### src/rtl/regfile_write_arbiter.sv
// Round-robin arbiter sharing the register file write port among NREQ writeback
// sources, with one registered output stage and a scrub sequencer that zeroes x1..x31.
module regfile_write_arbiter #(
  parameter int NREQ = 3,
  parameter int AW   = 5,
  parameter int DW   = 32
) (
  input  logic              clk,
  input  logic              rst,
  input  logic [NREQ-1:0]   req_valid,
  output logic [NREQ-1:0]   req_ready,
  input  logic [NREQ*AW-1:0] req_addr,
  input  logic [NREQ*DW-1:0] req_data,
  input  logic              clr_req,
  output logic              clr_busy,
  output logic              clr_done,
  output logic [AW-1:0]     wa3,
  output logic [DW-1:0]     wd3,
  output logic              we3,
  output logic [1:0]        grant_id
);

  localparam logic [AW-1:0] LAST_ADDR = AW'(31);

  typedef enum logic {IDLE, SCRUB} state_t;

  state_t          state_reg, state_next;
  logic [1:0]      ptr_reg;
  logic [AW-1:0]   cnt_reg;
  logic [AW-1:0]   wa3_reg;
  logic [DW-1:0]   wd3_reg;
  logic            we3_reg;
  logic [1:0]      grant_id_reg;
  logic            clr_done_reg;

  logic [AW-1:0]   addr_arr [NREQ];
  logic [DW-1:0]   data_arr [NREQ];

  logic            found;
  logic [1:0]      winner;
  logic [1:0]      ptr_adv;
  logic [AW-1:0]   win_addr;
  logic [DW-1:0]   win_data;
  logic            grant_ok;
  logic            accept;
  int              idx;

  for (genvar gi = 0; gi < NREQ; gi++) begin : g_unpack
    assign addr_arr[gi] = req_addr[AW*gi +: AW];
    assign data_arr[gi] = req_data[DW*gi +: DW];
  end

  // Search starts at ptr and wraps; first valid requester wins.
  always_comb begin
    found    = 1'b0;
    winner   = '0;
    ptr_adv  = '0;
    win_addr = '0;
    win_data = '0;
    idx      = 0;
    for (int k = 0; k < NREQ; k++) begin
      idx = int'(ptr_reg) + k;
      if (idx >= NREQ) idx = idx - NREQ;
      if (!found && req_valid[idx]) begin
        found    = 1'b1;
        winner   = 2'(idx);
        win_addr = addr_arr[idx];
        win_data = data_arr[idx];
        ptr_adv  = (idx + 1 >= NREQ) ? 2'd0 : 2'(idx + 1);
      end
    end
  end

  // A pending scrub request outranks every requester.
  assign grant_ok = rst && (state_reg == IDLE) && !clr_req;
  assign accept   = grant_ok && found;

  always_ff @(posedge clk) begin
    if (!rst) state_reg <= IDLE;
    else      state_reg <= state_next;
  end

  always_comb begin
    state_next = state_reg;
    case (state_reg)
      IDLE:    if (clr_req) state_next = SCRUB;
      SCRUB:   if (cnt_reg == LAST_ADDR) state_next = IDLE;
      default: state_next = IDLE;
    endcase
  end

  always_comb begin
    clr_busy  = (state_reg == SCRUB);
    req_ready = '0;
    for (int i = 0; i < NREQ; i++)
      req_ready[i] = accept && (int'(winner) == i);
  end

  always_ff @(posedge clk) begin
    if (!rst) begin
      ptr_reg      <= '0;
      cnt_reg      <= '0;
      wa3_reg      <= '0;
      wd3_reg      <= '0;
      we3_reg      <= 1'b0;
      grant_id_reg <= '0;
      clr_done_reg <= 1'b0;
    end else begin
      we3_reg      <= 1'b0;
      clr_done_reg <= 1'b0;
      if (state_reg == SCRUB) begin
        wa3_reg      <= cnt_reg;
        wd3_reg      <= '0;
        we3_reg      <= 1'b1;
        grant_id_reg <= '0;
        cnt_reg      <= cnt_reg + AW'(1);
        if (cnt_reg == LAST_ADDR) clr_done_reg <= 1'b1;
      end else begin
        if (clr_req) cnt_reg <= AW'(1);
        if (accept) begin
          wa3_reg      <= win_addr;
          wd3_reg      <= win_data;
          we3_reg      <= (win_addr != '0);
          grant_id_reg <= winner;
          ptr_reg      <= ptr_adv;
        end
      end
    end
  end

  assign wa3      = wa3_reg;
  assign wd3      = wd3_reg;
  assign we3      = we3_reg;
  assign grant_id = grant_id_reg;
  assign clr_done = clr_done_reg;

endmodule

### config.mk
export PLATFORM = sky130hd
export DESIGN_NAME = regfile_write_arbiter
export DESIGN_NICKNAME = d
export VERILOG_FILES = /design/src/rtl/regfile_write_arbiter.sv
export SDC_FILE = /design/constraint.sdc
export NUM_CORES = 1
export LEC_CHECK = 0
export ABC_AREA = 1
export CAP_MARGIN = 10
export CORE_ASPECT_RATIO = 0.5
export CORE_MARGIN = 4
export CORE_UTILIZATION = 47
export DETAILED_ROUTE_END_ITERATION = 10
export GPL_ROUTABILITY_DRIVEN = 0
export PLACE_DENSITY_LB_ADDON = 0.05
export SETUP_SLACK_MARGIN = 0.02
export SYNTH_ARGS = -nofsm -noshare
export SYNTH_HDL_FRONTEND = slang
export SYNTH_SLANG_ARGS = --single-unit
### constraint.sdc
create_clock -name clk -period 2.8 [get_ports clk]
set_input_delay 0.7 -clock clk [delete_from_list [all_inputs] [get_ports clk]]
set_output_delay 0.7 -clock clk [all_outputs]
set_load 0.02 [all_outputs]
==> summary.md, run 1 <==
| Metric | Value |
|---|---|
| Synth Instances | 897 |
| Clk Tree Root Cell | clkbuf_16 |
| Crit Path Category | reg2out |
| Slew HR | 0.4680 |
| Gr usage total | 0.2843 |
| Yosys top cell area share | 0.2075 |
| H-tree depth | 2 |
| Share of cells above drive strength 1 | 0.09342 |
| Post-route ant nets | 0 |
| CTS Buffer Depth | 2 |
| CP top delay family | simple AND/OR/NAND/NOR gates |
| Total chip power | 3.219 mW |
| Status | finished clean |
| Initial antenna violation count | 0 |
| CTS buffer count | 5 |
| IO Pins | 162 |
| First-pass GRT wire length | 28300 um |
| Number of synthesized flops with an enable pin | 0 |
| Combinational Power Share | 0.494 |
| Rows | 25 |
| Most common cell after layout, fill and taps aside | nand2_1 |
| Worst-path clk slew | 0.07 ns |
| Switching share of power | 0.3890 |
| Cell taking the most area after synthesis | a21oi_1 |
| Mean routed wirelength per cell | 15.31 um |
| Met1 Use GR | 0.3772 |
| Tmin final | 2.751 ns |
| Synth unique cells | 26 |
| Final setup viols | 0 |
| Vias in the first global route | 6072 |
| GRT Max-Usage Layer | met2 |
| Clk sinks | 49 |
| Syn-to-layout area delta | 45.21% |
| Sequential Area | just under 1000 um2 |
| DRT Wirelength | 18130 um |
| Prevailing post-synth register cell | dfxtp_1 |
| Worst vdd ir | 0.3395 mV |
| Max Cap Viol | 0 |
| Leakage power total | 3.084 nW |
| Placed instance area | 6640 um2 |
| 1st-iter DRT viols | between 700 and 800 |
| Sequential fraction of design power | 0.252 |
| Routing usage on met3 | 0.05275 |
| DR DRC count | 0 |
| Fillers | 840 |
| Die ar. | 12100 um2 |
| Largest net degree at the start of global routing | 88 |
| Critical Path Max Stage Delay | between 0.3 and 0.4 ns |
| Core area | between 9000 and 10000 um2 |
| Slew @ Worst Pin | about 0.8 ns |
| Int Pwr | 1.967 mW |
| Crit path buf inv count | 4 |
| Commonest cells after routing, fill and taps aside | 217 x nand2_1, 201 x a21oi_1, 168 x o21ai_0, 155 x clkdlybuf4s50_1, 86 x inv_1 |
| Syn avg cell area | 5.405 um2 |
| Die X | 151.6 um |
| Final Hold Vio Count | 0 |
| Final period util | 0.9826 |
| CP endpoint kind | output port |
| Die Height | 79.82 um |
| Nets | 1171 |
| Synth top area cells | a21oi_1 21%, dfxtp_1 20%, o21ai_0 17% |
| CTS Hold Bufs | 0 |
| Power Density | 457.2 nW/um2 |
| Initial Util | 0.4984 |
| Required @ worst endpoint | 2.10 ns |
| Multi-input gate area | 3317 um2 |
| Pre-antenna DRT Iters | 6 |
| Startpoint types | flip-flop |
| Post-Syn Nets | 1020 |
| Finished Cell Area | 7041 um2 |
| # port buffers | 161 |
| HP Start | cnt_reg[4] |
| Mapped Area | 4848 um2 |
| Worst hold path type | reg2reg |
| Switching pwr | 1.252 mW |
| GRT overflow | 0 |
| CTS tree | done |
| Diode count | 0 |
| Met2 Use GR | 0.4714 |
| Crit path from | ptr_reg[0] |
| Seq/Total Area, Yosys | 0.2023 |
| DR vias | 6613 |
| Crit path cell chain | inv_2, ha_4, inv_6, nand2_4, nand2_4, a21oi_4, nand3_4, nor2_4, or2_4, inv_2, nor2_2, buf_6 |
| Max FO, Critical Path | 5 |
| RR Startpoint | ptr_reg[0] |
| RSZ-0062 raised after global routing | true |
| Clock share of power | 0.253 |
| Yosys reg bits | 49 |
| Worst skew pair latency | 0.31 ns |
| Vias/cell | 5.585 |
| Synth warn | 0 |
| Clock skew | around 0.0066 ns |
| Slowest CP cell | dfxtp_2 |
| Peak Freq | approximately 360 MHz |
| Post-layout util | 0.7237 |
| Final hold slack | approximately 0.49 ns |
| Critical Path AT | 2.05 ns |
| Max FFs per register | 32 |
| Ys async rst share | 0 |
| Max Slew Vio Count | 0 |
| DP Wirelength | 11670 um |
-- layout make-up --
type,count,area share
Clock buffer,5,0.01777
Clock inverter,3,0.009241
Inverter,100,0.05438
Multi-Input combinational cell,682,0.4711
Sequential cell,49,0.1397
Tap cell,135,0.02399
Timing Repair Buffer,210,0.2838
-- power groups by stage --
stage                     Clock, mW  Sequential, mW  Combinational [mW]
final                         0.816           0.812                1.59
after global routing          0.856           0.820                1.75
after CTS                     0.827           0.811                1.51
after detailed placement          0           0.825                1.47
after global placement            0           0.825                1.44
after floorplan                   0           0.900               0.825
-- per-layer routing --
metal / wire [um] / vias to the layer above
li1: - / 3291
met1: 7896 / 2953
met2: 8164 / 338
met3: 1749 / 31
met4: 321 / 0
met5: 0 / -
-- timing repair --
item | 4_1_cts | 5_1_grt
gates resized for setup | 28 | 23
setup buffers | 9 | 5
setup endpoints to repair | 3 | 35
pin swaps | 4 | 14
endpoints found under the hold margin | 0 | 0
-- worst paths after layout --
kind | cells after the start | slack, ns | endpoint
hold reg to reg | 2 | 0.49 | cnt_reg[4]
hold / removal | 2 | 0.49 | cnt_reg[4]
setup / recovery | 12 | 0.05 | req_ready[2]
setup reg to reg | 19 | 0.17 | wd3[4]
-- cells in the mapped netlist (6+ instances only) --
library cell and n:
a21oi_1 201, buf_2 27, clkbuf_1 33, dfxtp_1 49, ha_1 6, inv_1 90, inv_2 6, nand2_1 222
nand3_1 34, nor2_1 20, o21ai_0 168, o21ai_1 6
-- cells by family (layout without fill, tap and decap cells) --
kind of cell	count (synthesis)	after routing	share of synthesized area
AOI/OAI and AO/OA	388	388	0.4054
adders and majority gates	6	6	0.01548
buffers and inverters	166	318	0.1386
DFF	49	49	0.2023
and+or+nand+nor	288	288	0.2382
-- per-stage QoR --
step,std cells,setup WS (ns),TNS [ns]
final,1184,0.04866,0
after global routing,1184,-0.05975,-0.1180
after CTS,1179,0.05798,0
after detailed placement,1162,-0.6630,-1.841
after global placement,1162,-0.6393,-1.743
after floorplan,897,0.06704,0
-- worst register-to-register path: stages (launching register included) --
cell     delay (ns)
dfxtp_2        0.35
inv_2          0.06
ha_4           0.24
inv_6          0.08
nand2_2        0.07
nor2_4         0.16
inv_2          0.05
nand2_2        0.09
nand2_4        0.08
buf_4          0.14
buf_4          0.12
buf_4          0.12
buf_4          0.12
buf_4          0.12
buf_4          0.13
inv_4          0.28
nand2_1        0.10
nand2_1        0.07
a21oi_1        0.04
a21oi_1        0.15
(Power assumes the default switching activity.)
==> run 2, diff against run 1 <==
--- a/config.mk
+++ b/config.mk
@@ -7,7 +7,7 @@
 export LEC_CHECK = 0
 export ABC_AREA = 1
 export CAP_MARGIN = 10
-export CORE_ASPECT_RATIO = 0.5
+export CORE_ASPECT_RATIO = 2
 export CORE_MARGIN = 4
 export CORE_UTILIZATION = 47
 export DETAILED_ROUTE_END_ITERATION = 10
==> run 2 against run 1 <==
Net effect: maximum frequency hardly changed; routed wire length grew 2.4%; die area did not move; utilization down 2.9 points; sequential power hardly changed; clock-buffer cell count increased by 1; setup slack worse by 0.0010 ns; register-to-register slack better by 0.32 ns; critical path type unchanged.
==> summary.md, run 2 (same netlist as run 1, synthesis figures left out) <==
| Metric | Value |
|---|---|
| Initial antenna violation count | 0 (unchanged) |
| Clk Tree Root Cell | clkbuf_16 |
| Slew HR | 0.5490 (+0.08096) |
| Slew @ Worst Pin | 0.6765 ns (-0.1214 ns) |
| Final period util | 0.9830 (about the same) |
| Mean routed wirelength per cell | 15.68 um (+2.4%) |
| RR Startpoint | ptr_reg[0] |
| Initial Util | 0.4808 (-0.01762) |
| Startpoint types | flip-flop |
| Non-Filler Instances | 1184 (unchanged) |
| CP top delay family | simple AND/OR/NAND/NOR gates |
| CTS Buffer Depth | 2 (unchanged) |
| Die X | 79.82 um (-47%) |
| Status | finished clean |
| DRT Wirelength | 18570 um (+2.4%) |
| Share of cells above drive strength 1 | 0.09056 (-0.002860) |
| Post-place setup slack | -0.6775 ns (-0.01447 ns) |
| Clock skew | 0.004744 ns (-0.001827 ns) |
| Slowest CP cell | dfxtp_4 |
| DR vias | 6629 (+0.24%) |
| CTS tree | done |
| Max Slew Vio Count | 0 (unchanged) |
| Crit Path Category | reg2out |
| Setup TNS | 0 ns (unchanged) |
| Max Cap Viol | 0 (unchanged) |
| HP Start | cnt_reg[0] |
| Placed instance area | 6700 um2 (+0.90%) |
| Nets | 1171 (unchanged) |
| Diode count | 0 (unchanged) |
| Rows | 52 (+110%) |
| IO Pins | 162 (unchanged) |
| DR DRC count | 0 (unchanged) |
| Required @ worst endpoint | 2.10 ns (about the same) |
| Final hold slack | 0.4884 ns (-0.004826 ns) |
| GRT overflow | 0 (unchanged) |
| Total chip power | 2.994 mW (-7.0%) |
| Final WS setup | 0.04763 ns (-0.001026 ns) |
| CP endpoint kind | output port |
| Max FO, Critical Path | 6 (+1) |
| Critical Path AT | 2.05 ns (about the same) |
| WP depth | 12 (unchanged) |
| RSZ-0062 raised after global routing | true |
| Worst-path clk slew | 0.07 ns (about the same) |
| Vias in the first global route | 6150 (+1.3%) |
| Hold depth | 2 (unchanged) |
| Clk sinks | 49 (unchanged) |
| Syn-to-layout area delta | 44.57% |
| Placed instance count | 1170 (+0.69%) |
| H-tree depth | 2 (unchanged) |
| Worst hold path type | reg2reg |
| Die Height | 151.6 um (+90%) |
| Crit path buf inv count | 4 (unchanged) |
| Crit path cell chain | ha_4, inv_6, nand2_4, nor2_4, inv_1, nand2_2, nand2_2, o22ai_2, or2_4, inv_4, nor2_4, buf_6 |
| Core area | 10080 um2 (+3.7%) |
| Finished Cell Area | 7009 um2 (-0.44%) |
| Worst reg-to-reg setup slack | 0.49 ns (+0.32 ns) |
| Most common cell after layout, fill and taps aside | nand2_1 |
| CTS buffer count | 5 (unchanged) |
| Peak Freq | 363.3 MHz (about the same) |
| CTS Hold Bufs | 0 (unchanged) |
| Commonest cells after routing, fill and taps aside | 217 x nand2_1, 201 x a21oi_1, 168 x o21ai_0, 155 x clkdlybuf4s50_1, 87 x inv_1 |
| Vias/cell | 5.599 (+0.24%) |
| FF-to-FF End | we3 |
| Worst vdd ir | 0.3462 mV (+2.0%) |
| Largest net degree at the start of global routing | 74 (-16%) |
| DP Wirelength | 12940 um (+11%) |
| First-pass GRT wire length | 28840 um (+1.9%) |
| Worst hold endpoint | cnt_reg[0] |
| Pre-antenna DRT Iters | 7 (+1) |
| 1st-iter DRT viols | 569 (-20%) |
| # port buffers | 161 (unchanged) |
| Post-route ant nets | 0 (unchanged) |
| Post-layout util | 0.6950 (-0.02869) |
| Critical Path Max Stage Delay | 0.36 ns (about the same) |
| Die ar. | 12100 um2 (unchanged) |
| Max FFs per register | 32 (unchanged) |
| Final setup viols | 0 (unchanged) |
| Final Hold Vio Count | 0 (unchanged) |
| Worst skew pair latency | 0.29 ns (-0.02 ns) |
| Gr usage total | 0.2947 (+0.01046) |
| Leakage power total | 3.080 nW (-0.13%) |
| Power Density | 427.2 nW/um2 (-6.6%) |
| R2R depth | 14 (-5) |
| Tmin final | 2.752 ns (+0.001026 ns) |
-- run 2: cell types whose count changed in the layout (fill, tap and decap cells not counted), sizes merged --
cell | before | now
clkinv | 5 | 6
dlygate4sd2 | 3 | 2
clkdlybuf4s15 | 0 | 1
clkbuf | 5 | 6
bufinv | 2 | 0
-- run 2: layout make-up --
cell class	count	area, um2
repair buffers	210	2018
flip-flops and latches	49	985.9
clock buffers	6	128.9
multi-input cells	682	3314
inverters	100	382.9
clock inverters	2	10.01
well taps	135	168.9
fillers	962	3075
-- run 2: power by group --
group	switching (mW)	internal, mW	total [mW]
combinational	0.893	0.680	1.57
sequential	0.0428	0.768	0.811
clock	0.281	0.330	0.610
-- run 2: how the worst max path moves through the flow --
stage	end	slack (ns)	from
2_1_floorplan	req_ready[2]	0.07	ptr_reg[0]
3_3_place_gp	req_ready[0]	-0.68	req_valid[2]
3_5_place_dp	req_ready[0]	-0.68	req_valid[2]
4_1_cts	req_ready[1]	0.03	ptr_reg[0]
5_1_grt	req_ready[1]	-0.04	ptr_reg[1]
6_report	req_ready[2]	0.05	ptr_reg[1]
-- run 2: repair_timing --
item,CTS,global route
gates cloned,0,0
resized for setup,30,24
pin swaps,4,16
setup endpoints to repair,3,3
setup buffers,1,5
-- run 2: worst min-delay path: cells and delay by family, from the launching register on --
family                 cells  cell delay [ns]
buffers and inverters      1             0.06
flip-flops                 1             0.33
AO/OA/AOI/OAI              1             0.05
-- run 2: metal layers --
metal  up-vias  GRT usage  share of wire
met5         -          0              0
met4         0     0.1430          0.038
met3        48    0.03609          0.062
met2       290     0.5477           0.54
met1      3004     0.3229           0.36
li1       3287          -              -
==> run 3, diff against run 2 <==
--- a/config.mk
+++ b/config.mk
@@ -14,6 +14,7 @@
 export GPL_ROUTABILITY_DRIVEN = 0
 export PLACE_DENSITY_LB_ADDON = 0.05
 export SETUP_SLACK_MARGIN = 0.02
+export SLEW_MARGIN = 20
 export SYNTH_ARGS = -nofsm -noshare
 export SYNTH_HDL_FRONTEND = slang
 export SYNTH_SLANG_ARGS = --single-unit
==> results of run 3 <==
The final DEF is identical to that of run 2; final timing and power are the same.
==> RTL change (settings of run 1) <==
Make the reset (`rst`) asynchronous in 2 clocked blocks.
--- a/src/rtl/regfile_write_arbiter.sv
+++ b/src/rtl/regfile_write_arbiter.sv
@@ -77,3 +77,3 @@
 
-  always_ff @(posedge clk) begin
+  always_ff @(posedge clk or negedge rst) begin
     if (!rst) state_reg <= IDLE;
@@ -98,3 +98,3 @@
 
-  always_ff @(posedge clk) begin
+  always_ff @(posedge clk or negedge rst) begin
     if (!rst) begin
Function: differs if rst is asserted again (counterexample within 4 cycles, from zero or initial values and one cycle with rst low); with rst held inactive, the same outputs for 4 cycles.
==> RTL change against run 1 <==
- global-route usage rose by 1.6 points
- cell area is 4.9% higher
- via count grew 5.4%
- worst setup slack better by 0.013 ns
- fmax is 0.46% higher
- wire length grew 11%
- final cell count shrank 1.0%
- non-clock buffer count is 8 higher
- sequential cell count is the same
- synthesized area rose by 7.3%
- critical path type unchanged
- highest routed layer unchanged
Power is not compared: it rests on default switching activity, and its combinational part moved more than twofold at a synthesized area within 25%.
==> RTL change: results (changes against run 1) <==
metric	value	unit	change
top post-synthesis cells by area	dfrtp_1 24%, nand2_1 17%, o21ai_0 10%		
HP Start	wd3[29]		
Initial DRC Count	767		+8.5%
Total Wirelength	20.1	mm	+11%
status	finished clean		
worst r2r path cells	14		-5
Post-synth top cells	234 x nand2_1, 106 x o21ai_0, 91 x inv_1, 88 x nand3_1, 88 x nor2_1		
share of cells above drive strength 1	9.98	%	+0.64 points
Max FO, Critical Path	3		-2
asr flop ratio synth	100	%	+100 points
Synth cell types	31		+19%
Tot GR Track Use	30.0	%	+1.6 points
Worst R2R Setup Slack	0.29	ns	+0.12 ns
r2r endpoint	wd3[1]		
main flop type after synthesis	dfrtp_1		
largest net degree at the start of global routing	57		-35%
clk_skew	0.00526	ns	-0.00131 ns
first-pass GRT wire length	31.6	mm	+12%
Tightest Pin Transition	0.723	ns	-0.0748 ns
FILL cells	897		+6.8%
Slew Limit Fails	0		unchanged
crit path kind	reg2out		
slowest stage cell, crit path	dfrtp_1		
Cell Area, Placed	7050	sq um	+6.2%
fmax	0.365	GHz	+0.46%
post-synthesis sequential area ratio	23.6	%	+3.3 points
Clk Latency, worst-skew pair	0.30	ns	
critical path arrival	2.04	ns	
Synth Net Count	997		-2.3%
nets@finish	1154		-1.5%
Post-Syn Instances	874		-2.6%
number of global-route vias before repair	6540		+7.7%
Setup WS pre-CTS	-0.591	ns	+0.0722 ns
CP max stage delay	0.43	ns	+0.08 ns
R2R Path Start	ptr_reg[1]		
Setup crit end	req_ready[1]		
via/cell ratio	5.95		+6.5%
CTS Buf Count	5		unchanged
Post-DP HPWL	13.4	mm	+14%
drt wl/cell	17.1	microns	+12%
# diodes	0		unchanged
Logic power comb	0.00659	W	
[RTL change: cell types whose count changed in the layout (fill, tap and decap cells not counted), moves of 6 or more]
cell	change
a21oi_1	-194
buf_4	+8
dfrtp_1	+49
dfxtp_1	-47
nand2_1	+14
nand3_1	+55
nor2_1	+69
nor2_2	-6
o21ai_0	-62
o221ai_1	+32
o22ai_1	+65
[RTL change: area by class of cell]
type | count | area (sq um) | share of cell area (%)
clock inverter | 3 | 25.0 | 0.339
tap | 140 | 175 | 2.37
multi-input combinational | 658 | 3370 | 45.7
timing repair buffer | 218 | 2080 | 28.1
clock buffer | 5 | 125 | 1.69
inverter | 99 | 387 | 5.23
sequential | 49 | 1230 | 16.6
[RTL change: worst min path at each step]
stage	slack (ns)	cells after the start	to
2_1_floorplan	0.40	0	clr_busy
3_3_place_gp	0.46	2	wd3[14]
3_5_place_dp	0.46	2	wd3[21]
4_1_cts	0.48	2	wd3[21]
5_1_grt	0.51	2	wd3[5]
6_report	0.47	2	wd3[29]
[RTL change: cell families after synthesis]
kind of cell,Yosys count,share of synthesized area [%]
compound gates,230,26.7
flops,49,23.6
buf+inv,167,14.1
fa+ha+maj,6,1.44
simple gates,422,34.2
[RTL change: tightest hold or removal path, delay by kind of cell (launching register included)]
kind             cells  cell delay (ns)
and+or+nand+nor      2             0.10
DFF                  1             0.35
[RTL change: metal layers]
metal	up-vias	track usage [%]	share of wire, %
met5	-	0	0
met4	0	9.18	1.5
met3	38	6.56	13
met2	493	50.2	45
met1	3172	39.4	40
li1	3269	-	-
[RTL change: timing repair]
| item | in CTS | in global routing |
|---|---|---|
| pin swaps | 4 | 11 |
| hold buffers | 0 | 0 |
| resized for setup | 29 | 18 |
| setup endpoints to repair | 3 | 3 |
| setup buffers | 5 | 4 |
| hold endpoints to repair | 0 | 0 |
